<file path="src/rtl/clint_pkg.sv">
// Shared definitions for the RISC-V core-local interruptor: the register map,
// the bus FSM states and the byte-lane merge used for partial writes.
package clint_pkg;

  localparam logic [15:0] CLINT_MSIP        = 16'h0000;
  localparam logic [15:0] CLINT_MTIMECMP_LO = 16'h4000;
  localparam logic [15:0] CLINT_MTIMECMP_HI = 16'h4004;
  localparam logic [15:0] CLINT_MTIME_LO    = 16'hBFF8;
  localparam logic [15:0] CLINT_MTIME_HI    = 16'hBFFC;

  typedef enum logic [0:0] {
    CLINT_IDLE = 1'b0,
    CLINT_RESP = 1'b1
  } clint_state_t;

  // Replace only the byte lanes whose select bit is set.
  function automatic logic [31:0] merge_bytes(input logic [31:0] cur,
                                              input logic [31:0] wdata,
                                              input logic [3:0]  sel);
    logic [31:0] res;
    res = cur;
    for (int i = 0; i < 4; i++) begin
      if (sel[i]) begin
        res[8*i +: 8] = wdata[8*i +: 8];
      end else begin
        res[8*i +: 8] = cur[8*i +: 8];
      end
    end
    return res;
  endfunction

endpackage

</file>
<file path="src/rtl/clint_if.sv">
// Wishbone B4 classic bus bundle between the interconnect (master) and the CLINT (slave).
interface clint_if;
  logic        wbs_cyc_i;
  logic        wbs_stb_i;
  logic        wbs_we_i;
  logic [3:0]  wbs_sel_i;
  logic [31:0] wbs_addr_i;
  logic [31:0] wbs_dat_i;
  logic [31:0] wbs_dat_o;
  logic        wbs_ack_o;
  logic        wbs_err_o;

  modport master (
    output wbs_cyc_i, wbs_stb_i, wbs_we_i, wbs_sel_i, wbs_addr_i, wbs_dat_i,
    input  wbs_dat_o, wbs_ack_o, wbs_err_o
  );

  modport slave (
    input  wbs_cyc_i, wbs_stb_i, wbs_we_i, wbs_sel_i, wbs_addr_i, wbs_dat_i,
    output wbs_dat_o, wbs_ack_o, wbs_err_o
  );
endinterface

</file>
<file path="src/rtl/clint_mtime.sv">
// Free-running 64-bit machine timer with a tick prescaler; a bus write to either
// half wins over a coincident tick and suppresses the increment on that edge.
module clint_mtime
  import clint_pkg::*;
#(
  parameter int TICK_DIV = 1
) (
  input  logic        clk_i,
  input  logic        rst_i,
  input  logic        wr_lo,
  input  logic        wr_hi,
  input  logic [3:0]  sel,
  input  logic [31:0] wdata,
  output logic [63:0] mtime
);

  localparam logic [15:0] PRESC_MAX = 16'(TICK_DIV - 1);

  logic [15:0] presc_r;
  logic [63:0] mtime_r;
  logic        tick_s;

  assign tick_s = (presc_r == PRESC_MAX);

  // Prescaler wraps to zero on the tick edge; mtime writes leave it alone.
  always_ff @(posedge clk_i) begin
    if (!rst_i) begin
      presc_r <= 16'd0;
    end else if (tick_s) begin
      presc_r <= 16'd0;
    end else begin
      presc_r <= presc_r + 16'd1;
    end
  end

  // Counter: bus load has priority over the tick increment.
  always_ff @(posedge clk_i) begin
    if (!rst_i) begin
      mtime_r <= 64'd0;
    end else if (wr_lo) begin
      mtime_r[31:0] <= merge_bytes(mtime_r[31:0], wdata, sel);
    end else if (wr_hi) begin
      mtime_r[63:32] <= merge_bytes(mtime_r[63:32], wdata, sel);
    end else if (tick_s) begin
      mtime_r <= mtime_r + 64'd1;
    end
  end

  assign mtime = mtime_r;

endmodule

</file>
<file path="src/rtl/clint.sv">
// Core-local interruptor: Wishbone slave exposing msip, mtimecmp and mtime, and
// driving the machine timer / software interrupt lines of the core.
module clint
  import clint_pkg::*;
#(
  parameter int          TICK_DIV     = 1,
  parameter logic [63:0] MTIMECMP_RST = 64'hFFFF_FFFF_FFFF_FFFF
) (
  input  logic   clk_i,
  input  logic   rst_i,
  clint_if.slave wbs,
  output logic   xint_mtip_o,
  output logic   xint_msip_o
);

  clint_state_t state_r, state_nxt_s;
  logic [31:0]  dat_r, dat_nxt_s;
  logic         ack_r, ack_nxt_s;
  logic         err_r, err_nxt_s;
  logic [63:0]  mtimecmp_r;
  logic         msip_r;
  logic [63:0]  mtime_s;
  logic [15:0]  offset_s;
  logic         req_s, mapped_s, legal_s, wr_s;
  logic [31:0]  rd_data_s;
  logic         unused_s;

  assign offset_s = wbs.wbs_addr_i[15:0];
  assign unused_s = ^wbs.wbs_addr_i[31:16];
  assign req_s    = wbs.wbs_cyc_i & wbs.wbs_stb_i;

  // Address decode and read mux over the pre-edge register contents.
  always_comb begin
    mapped_s  = 1'b0;
    rd_data_s = 32'd0;
    case (offset_s)
      CLINT_MSIP:        begin mapped_s = 1'b1; rd_data_s = {31'd0, msip_r};    end
      CLINT_MTIMECMP_LO: begin mapped_s = 1'b1; rd_data_s = mtimecmp_r[31:0];  end
      CLINT_MTIMECMP_HI: begin mapped_s = 1'b1; rd_data_s = mtimecmp_r[63:32]; end
      CLINT_MTIME_LO:    begin mapped_s = 1'b1; rd_data_s = mtime_s[31:0];     end
      CLINT_MTIME_HI:    begin mapped_s = 1'b1; rd_data_s = mtime_s[63:32];    end
      default:           begin mapped_s = 1'b0; rd_data_s = 32'd0;             end
    endcase
    legal_s = mapped_s && (offset_s[1:0] == 2'b00);
  end

  // Bus FSM next state and the response to be registered.
  always_comb begin
    state_nxt_s = state_r;
    ack_nxt_s   = 1'b0;
    err_nxt_s   = 1'b0;
    dat_nxt_s   = 32'd0;
    wr_s        = 1'b0;
    case (state_r)
      CLINT_IDLE: begin
        if (req_s) begin
          state_nxt_s = CLINT_RESP;
          ack_nxt_s   = legal_s;
          err_nxt_s   = !legal_s;
          wr_s        = legal_s && wbs.wbs_we_i;
          dat_nxt_s   = (legal_s && !wbs.wbs_we_i) ? rd_data_s : 32'd0;
        end else begin
          state_nxt_s = CLINT_IDLE;
        end
      end
      CLINT_RESP: state_nxt_s = CLINT_IDLE;
      default:    state_nxt_s = CLINT_IDLE;
    endcase
  end

  // FSM state and registered bus response.
  always_ff @(posedge clk_i) begin
    if (!rst_i) begin
      state_r <= CLINT_IDLE;
      ack_r   <= 1'b0;
      err_r   <= 1'b0;
      dat_r   <= 32'd0;
    end else begin
      state_r <= state_nxt_s;
      ack_r   <= ack_nxt_s;
      err_r   <= err_nxt_s;
      dat_r   <= dat_nxt_s;
    end
  end

  // Compare and software-interrupt registers.
  always_ff @(posedge clk_i) begin
    if (!rst_i) begin
      mtimecmp_r <= MTIMECMP_RST;
      msip_r     <= 1'b0;
    end else if (wr_s) begin
      case (offset_s)
        CLINT_MSIP: begin
          if (wbs.wbs_sel_i[0]) msip_r <= wbs.wbs_dat_i[0];
        end
        CLINT_MTIMECMP_LO: mtimecmp_r[31:0]  <= merge_bytes(mtimecmp_r[31:0], wbs.wbs_dat_i, wbs.wbs_sel_i);
        CLINT_MTIMECMP_HI: mtimecmp_r[63:32] <= merge_bytes(mtimecmp_r[63:32], wbs.wbs_dat_i, wbs.wbs_sel_i);
        default: begin end
      endcase
    end
  end

  clint_mtime #(.TICK_DIV(TICK_DIV)) u_mtime (
    .clk_i (clk_i),
    .rst_i (rst_i),
    .wr_lo (wr_s && (offset_s == CLINT_MTIME_LO)),
    .wr_hi (wr_s && (offset_s == CLINT_MTIME_HI)),
    .sel   (wbs.wbs_sel_i),
    .wdata (wbs.wbs_dat_i),
    .mtime (mtime_s)
  );

  assign wbs.wbs_ack_o = ack_r;
  assign wbs.wbs_err_o = err_r;
  assign wbs.wbs_dat_o = dat_r;
  assign xint_mtip_o   = (mtime_s >= mtimecmp_r);
  assign xint_msip_o   = msip_r;

endmodule

</file>
<file path="src/flat_wrapper.sv">
// flat-port wrapper written by rule: the top's interface ports become plain ports
module clint_flat import clint_pkg::*;
#(
  parameter int          TICK_DIV     = 1,
  parameter logic [63:0] MTIMECMP_RST = 64'hFFFF_FFFF_FFFF_FFFF
)
  (clk_i, rst_i, xint_mtip_o, xint_msip_o, wbs_wbs_cyc_i, wbs_wbs_stb_i, wbs_wbs_we_i, wbs_wbs_sel_i, wbs_wbs_addr_i, wbs_wbs_dat_i, wbs_wbs_dat_o, wbs_wbs_ack_o, wbs_wbs_err_o);
  clint_if wbs_i ();
  input  logic clk_i;
  input  logic rst_i;
  output logic xint_mtip_o;
  output logic xint_msip_o;
  input wire logic [$bits(wbs_i.wbs_cyc_i)-1:0] wbs_wbs_cyc_i;
  input wire logic [$bits(wbs_i.wbs_stb_i)-1:0] wbs_wbs_stb_i;
  input wire logic [$bits(wbs_i.wbs_we_i)-1:0] wbs_wbs_we_i;
  input wire logic [$bits(wbs_i.wbs_sel_i)-1:0] wbs_wbs_sel_i;
  input wire logic [$bits(wbs_i.wbs_addr_i)-1:0] wbs_wbs_addr_i;
  input wire logic [$bits(wbs_i.wbs_dat_i)-1:0] wbs_wbs_dat_i;
  output wire logic [$bits(wbs_i.wbs_dat_o)-1:0] wbs_wbs_dat_o;
  output wire logic [$bits(wbs_i.wbs_ack_o)-1:0] wbs_wbs_ack_o;
  output wire logic [$bits(wbs_i.wbs_err_o)-1:0] wbs_wbs_err_o;
  assign wbs_i.wbs_cyc_i = wbs_wbs_cyc_i;
  assign wbs_i.wbs_stb_i = wbs_wbs_stb_i;
  assign wbs_i.wbs_we_i = wbs_wbs_we_i;
  assign wbs_i.wbs_sel_i = wbs_wbs_sel_i;
  assign wbs_i.wbs_addr_i = wbs_wbs_addr_i;
  assign wbs_i.wbs_dat_i = wbs_wbs_dat_i;
  assign wbs_wbs_dat_o = wbs_i.wbs_dat_o;
  assign wbs_wbs_ack_o = wbs_i.wbs_ack_o;
  assign wbs_wbs_err_o = wbs_i.wbs_err_o;
  clint #(.TICK_DIV(TICK_DIV), .MTIMECMP_RST(MTIMECMP_RST)) u_core (.clk_i(clk_i), .rst_i(rst_i), .wbs(wbs_i), .xint_mtip_o(xint_mtip_o), .xint_msip_o(xint_msip_o));
endmodule
</file>
<file path="config.mk">
export PLATFORM = sky130hd
export DESIGN_NAME = clint_flat
export DESIGN_NICKNAME = d
export VERILOG_FILES = /design/src/rtl/clint_pkg.sv /design/src/rtl/clint_if.sv /design/src/rtl/clint_mtime.sv /design/src/rtl/clint.sv /design/src/flat_wrapper.sv
export SDC_FILE = /design/constraint.sdc
export NUM_CORES = 1
export LEC_CHECK = 0
export ABC_CLOCK_PERIOD_IN_PS = 2800
export BUFFER_PORTS_ARGS = -buffer_cell sky130_fd_sc_hd__buf_4
export CAP_MARGIN = 20
export CORE_MARGIN = 2
export CORE_UTILIZATION = 55
export DETAILED_ROUTE_END_ITERATION = 8
export GPL_TIMING_DRIVEN = 0
export PLACE_DENSITY_LB_ADDON = 0.15
export SLEW_MARGIN = 20
export SYNTH_ARGS = -nofsm -noshare
export SYNTH_HDL_FRONTEND = slang
export SYNTH_SLANG_ARGS = --single-unit
</file>
<file path="constraint.sdc">
create_clock -name clk_i -period 2.8 [get_ports clk_i]
set_input_delay 0.42 -clock clk_i [delete_from_list [all_inputs] [get_ports clk_i]]
set_output_delay 0.42 -clock clk_i [all_outputs]
set_load 0.02 [all_outputs]
</file>
==> impl_metrics.yaml, run 1 <==
status:
  status: "complete, but fails checks"
  violations: "negative setup slack"
setup_path:
  crit_type: "register to primary output"
  crit_arrival_ns: 3.05
  critPathTopFamily: "simple AND/OR/NAND/NOR gates"
  cp.required_ns: 2.38
  cp_num_buf_inv: 2
  crit_path_end_kind: "primary output"
  worstRegToRegCells: 8
  critical_path.cell_chain: "inv_2 > ha_4 > nand4_1 > nor4_4 > nand2_1 > or4_4 > o31ai_1 > or4_1 > buf_6"
  cp_slowest_stage_delay_ns: 0.57
  crit_fanout: 2
  start_kind: "register"
  crit_cells: 9
  critPathSlowestCell: "or4_4"
sta:
  finalSetupViolCount: 1
  fmax_mhz: 289
  whs_ns: 0.230
  finalWorstSetupSlack_ns: -0.665
  period_share: 1.24
  report.final.slew_viol_count: 0
  finalClockSkew_ns: 0.0104
  rsz0062_at_grt: "yes"
  period_needed_ns: 3.47
  relSlewSlack: 0.203
  hold_viol: 0
  worst_slew_pin_slew_ns: 1.18
place:
  gpl.final_weighted_congestion: 1.01
  place_area_um2: 11900
  dp_cells: 1689
  numPortBuffers: 87
  place_hpwl_mm: 28.7
  dpl_worst_slack_ns: -0.795
yosys:
  syn_area_um2: 10900
  synthTopCellsByArea: "dfxtp_1, ha_1, mux2i_1, a21oi_1, nand2_1"
  synth.distinct_cells: 68
  syn_inst: 1337
  post-synth-top-count-cell: "dfxtp_1"
  synth_top_area_frac: 0.332
  postSynthAreaPerCell_um2: 8.13
  synthTopCellsByCount: "dfxtp_1, nand2_1, a21oi_1"
  yosysTopAreaCell: "dfxtp_1"
  syn-num-nets: 1477
  yosysSeqAreaShare: 0.332
  yosysWarningCount: 0
  synth-async-reset-ratio: 0
  synth_edf_count: 0
  synth_ff_type: "dfxtp_1"
  synth-seq-cells: 180
cts:
  cts_sinks: 180
  clkLatencyLatePin_ns: 0.45
  clock_path_buffers: 2
  cts_buffers: 17
  ctsHtreeMaxLevel: 4
  cts_hold_buffers: 0
  cts_tree: "done"
  clk_pin_slew_ns: 0.07
  cts_root_buf: "clkbuf_16"
final_layout:
  drive_gt1_frac: 0.184
  fin_cells: 1735
  fin_nets: 1598
  final_area_um2: 12900
  fillers: 1722
  syn_to_final_growth_pct: 19.0
power:
  leakagePower_uw: 0.00600
  ir_drop_uv: 367
  power_density_nw_per_um2: 406
  power_uw: 5250
die:
  start_util: 0.560
  boundaryPins: 109
  dieArea_um2: 20900
  die_x_um: 145
  core_area_um2: 19400
  fp-row-count: 51
  fp.dieH_um: 145
worst_hold_path:
  hold_class: "primary input to register"
  hold_depth: 3
run:
  maxCapViolations: 0
grt:
  grt_max_degree: 17
  grt_overflow: 0
  grt_pass1_wl_mm: 60.9
  grt_pass1_vias: 10700
  antenna_found_initial: 0
  grt_usage: 0.388
route:
  drc_errors: 0
  wl_mm: 40.6
  vias: 11600
  via_per_inst: 6.68
  drtIter0Drc: 1730
  post_drt_wl_per_cell_um: 23.4
  firstDrtPassIters: 9
  ant_nets: 0
cell usage in the layout (no fill, tap or decap), types with 5 or more instances in the layout:
master and count:
or3_1 8, and4_1 13, clkbuf_1 52, a21o_1 32
nand3_1 48, clkbuf_2 18, ha_1 59, a21oi_1 119
a311oi_1 5, o31ai_1 13, nor4_1 16, nand4_1 43
xor2_1 6, or4_1 7, dfxtp_2 23, buf_4 101
o21a_1 12, dfxtp_4 5, dfxtp_1 152, mux2i_1 67
a222oi_1 31, xnor2_1 6, nor2_1 86, nand2_1 146
nor3_1 18, nand4b_1 7, mux2_2 34, nand3_2 9
ha_4 8, and2_1 11, and3_1 32, a31oi_1 23
o21ai_0 46, inv_1 73, o211ai_1 13, clkbuf_16 17
clkbuf_4 7
per-stage QoR:
| step | util | setup TNS [ns] |
|---|---|---|
| 6_report | 0.666 | -0.665 |
| 2_1_floorplan | - | 0 |
| 3_3_place_gp | 0.611 | -47.32 |
| 4_1_cts | 0.657 | -0.551 |
| 3_5_place_dp | 0.611 | -47.08 |
| 5_1_grt | 0.666 | -0.649 |
logic make-up (layout without fill, tap and decap cells):
kind of cell	count (synthesis)	after routing	share of synthesized area
AO/OA/AOI/OAI	333	333	0.200
XOR/XNOR	12	12	0.00967
adder cells (fa/ha/maj)	67	67	0.0771
buffers and inverters	162	294	0.0570
flip-flops	180	180	0.332
multiplexers	101	101	0.0969
other	0	1	0
AND/OR/NAND/NOR	482	482	0.227
final cells by class:
type | instances | area, µm² | share of cell area
Multi-Input combinational cell | 995 | 6920 | 0.535
Sequential cell | 180 | 3650 | 0.282
Timing Repair Buffer | 103 | 790 | 0.0611
Clock buffer | 17 | 425 | 0.0329
Buffer | 84 | 369 | 0.0286
Tap cell | 265 | 332 | 0.0256
Inverter | 77 | 289 | 0.0224
Clock inverter | 13 | 148 | 0.0114
Antenna cell | 1 | 2.50 | 0.000194
report_power, final:
group,switching (µW),internal (µW)
clock,1110,1320
combinational,169,90.6
sequential,7.62,2560
total,1280,3970
worst register-to-register path, cell delays in order (launching register included):
cell,delay [ns]
dfxtp_1,0.51
nand2_1,0.18
or4_1,0.54
buf_2,0.24
nor3_4,0.36
clkbuf_4,0.33
nand4_1,0.15
mux2i_1,0.24
nor3_1,0.07
worst paths after layout:
kind	slack, ns	endpoint	from
hold reg to reg	0.49	u_core.u_mtime.presc_r[0]	u_core.u_mtime.presc_r[0]
setup / recovery	-0.67	xint_mtip_o	u_core.mtimecmp_r[41]
hold / removal	0.23	u_core.mtimecmp_r[24]	wbs_wbs_dat_i[24]
setup reg to reg	0.07	u_core.u_mtime.mtime[61]	u_core.u_mtime.mtime[3]
registers in the layout, summed over array words and instances (netlist names):
signal	cells
u_core.mtimecmp_r	64
u_core.u_mtime.mtime	64
u_core.wbs.wbs_dat_o	32
u_core.u_mtime.presc_r	16
u_core.state_r	1
u_core.wbs.wbs_ack_o	1
u_core.wbs.wbs_err_o	1
u_core.xint_msip_o	1
metal layers:
metal / vias to the layer above / global-route usage / part of all wire
met2: 793 / 0.599 / 0.44
met1: 5442 / 0.500 / 0.38
met3: 167 / 0.0874 / 0.12
met4: 0 / 0.216 / 0.052
li1: 5189 / - / -
met5: - / 0 / 0
repair_timing:
action | 4_1_cts | 5_1_grt
resized for setup | 67 | 47
setup buffers | 11 | 5
setup endpoints to repair | 64 | 97
pin swaps | 15 | 7
No activity file was read; power rests on OpenSTA's default activity.
==> inputs of run 2 (changes only) <==
--- a/config.mk
+++ b/config.mk
@@ -13,6 +13,7 @@
 export DETAILED_ROUTE_END_ITERATION = 8
 export GPL_TIMING_DRIVEN = 0
 export PLACE_DENSITY_LB_ADDON = 0.15
+export SETUP_SLACK_MARGIN = 0.15
 export SLEW_MARGIN = 20
 export SYNTH_ARGS = -nofsm -noshare
 export SYNTH_HDL_FRONTEND = slang
==> impl_metrics.yaml, run 2 (synthesis results as in run 1) <==
final_layout:
  fin_nets: 1624
  final_common_cell: "nand2_1"
  syn_to_final_growth_pct: 22.0
  postLayoutCoreUtil: 0.684
  fin_cells: 1763
  final_cell_mix: "nand2_1, dfxtp_1, buf_4"
  drive_gt1_frac: 0.218
status:
  violations: "negative setup slack"
  status: "complete, but fails checks"
cts:
  cts_tree: "done"
  clkLatencyLatePin_ns: 0.46
  cts_hold_buffers: 0
  ctsHtreeMaxLevel: 4
  clock_path_buffers: 2
  cts_root_buf: "clkbuf_16"
  cts_buffers: 17
  cts_sinks: 180
  clk_pin_slew_ns: 0.08
setup_path:
  rrSetupSlack_ns: 0.18
  crit_fanout: 6
  crit_path_end_kind: "primary output"
  cp.required_ns: 2.38
  crit_top_cell: "or4_4"
  start_kind: "register"
  critical_path.cell_chain: "ha_4 > nand4_1 > nor4_4 > nand2_1 > or4_4 > o31ai_4 > or4_4 > buf_6"
  cp_num_buf_inv: 1
  crit_type: "register to primary output"
  critPathSlowestCell: "or4_4"
  r2r_start: "u_core.u_mtime.mtime[4]"
  worstRegToRegCells: 7
  critPathTopFamily: "simple AND/OR/NAND/NOR gates"
  timing.rr.end: "u_core.u_mtime.mtime[15]"
  crit_arrival_ns: 2.97
  cp_slowest_stage_delay_ns: 0.62
route:
  wl_mm: 41.7
  wl_met2_mm: 18.5
  drtIter0Drc: 1471
  drc_errors: 0
  dr_wl_met3_mm: 4.68
  ant_nets: 0
  dr.max_layer_used: "met5"
  via_per_inst: 6.63
  post_drt_wl_per_cell_um: 23.7
  vias: 11700
  firstDrtPassIters: 6
  wl_met1_mm: 16.5
grt:
  grt_usage: 0.395
  grt_pass1_wl_mm: 61.6
  grt_max_degree: 20
  grt_overflow: 0
  grt_pass1_vias: 10700
  antenna_found_initial: 2
sta:
  finalClockSkew_ns: 0.0151
  period_needed_ns: 3.39
  finalSetupViolCount: 1
  finalWorstSetupSlack_ns: -0.594
  report.final.slew_viol_count: 0
  fmax_mhz: 295
  worst_slew_pin_slew_ns: 1.23
  relSlewSlack: 0.172
  period_share: 1.21
  hold_viol: 0
  rsz0062_at_grt: "yes"
run:
  maxCapViolations: 0
die:
  fp-row-count: 51
  core_area_um2: 19400
  dieArea_um2: 20900
  die_x_um: 145
  start_util: 0.560
  fp.dieH_um: 145
  boundaryPins: 109
power:
  comb_power_share: 0.050
  swShare: 0.269
  seq_power_share: 0.487
  power_density_nw_per_um2: 397
  p_sw_uw: 1420
  ir_drop_uv: 390
  p_clk_frac: 0.463
  leakagePower_uw: 0.00619
  internal_power_uw: 3850
worst_hold_path:
  hold_start: "wbs_wbs_dat_i[24]"
  hold_class: "primary input to register"
  hold_depth: 3
  min_to: "u_core.mtimecmp_r[56]"
place:
  dp_cells: 1689
  gpl.final_weighted_congestion: 1.05
  place_hpwl_mm: 29.3
  numPortBuffers: 87
[run 2: power groups by stage]
stage | clock network [µW] | registers, µW | logic (µW)
final | 2440 | 2560 | 263
after detailed placement | 0 | 2630 | 236
after CTS | 2440 | 2560 | 249
after global placement | 0 | 2630 | 234
after floorplan | 0 | 2630 | 84.6
after global routing | 2560 | 2560 | 272
[run 2: through the flow]
step	instance area, µm²	power [µW]	setup slack, ns	hold slack [ns]	TNS, ns
after floorplan	10900	2710	0.199	0.442	0
final	13300	5270	-0.594	0.220	-0.594
after global placement	11900	2860	-0.806	0.463	-49.16
after global routing	13300	5390	-0.689	0.219	-0.689
after CTS	12900	5250	-0.512	0.219	-0.512
after detailed placement	11900	2870	-0.771	0.463	-54.67
[run 2: tightest hold or removal path, delay by kind of cell]
family | cells | cell delay (ns)
buffers and inverters | 1 | 0.10
muxes | 1 | 0.06
and+or+nand+nor | 1 | 0.06
[run 2: final cells by class]
class	count	area [µm²]
repair buffers	128	966
multi-input cells	995	7020
fillers	1668	6140
inverters	77	289
flip-flops and latches	180	3660
well taps	265	332
diodes	1	2.50
plain buffers	85	407
clock inverters	14	155
clock buffers	18	429
[run 2: repair_timing]
item	CTS	global route
pin swaps	20	13
hold endpoints to repair	0	0
buffers inserted	21	19
setup endpoints to repair	93	132
gates resized for setup	87	79
gates cloned	0	1
[run 2: worst max path at each step]
stage	startpoint	to	slack (ns)	cells after the start
after floorplan	u_core.u_mtime.mtime[0]	xint_mtip_o	0.20	8
final	u_core.u_mtime.mtime[47]	xint_mtip_o	-0.59	8
after CTS	u_core.mtimecmp_r[55]	xint_mtip_o	-0.51	9
after global routing	u_core.mtimecmp_r[51]	xint_mtip_o	-0.69	10
after detailed placement	wbs_wbs_stb_i	u_core.u_mtime.mtime[12]	-0.77	9
after global placement	wbs_wbs_stb_i	u_core.u_mtime.mtime[12]	-0.81	9
[run 2: routing by layer]
metal | vias up | GRT usage
met2 | 716 | 0.616
met3 | 166 | 0.0930
met1 | 5536 | 0.517
li1 | 5267 | -
met4 | 2 | 0.187
met5 | - | 0
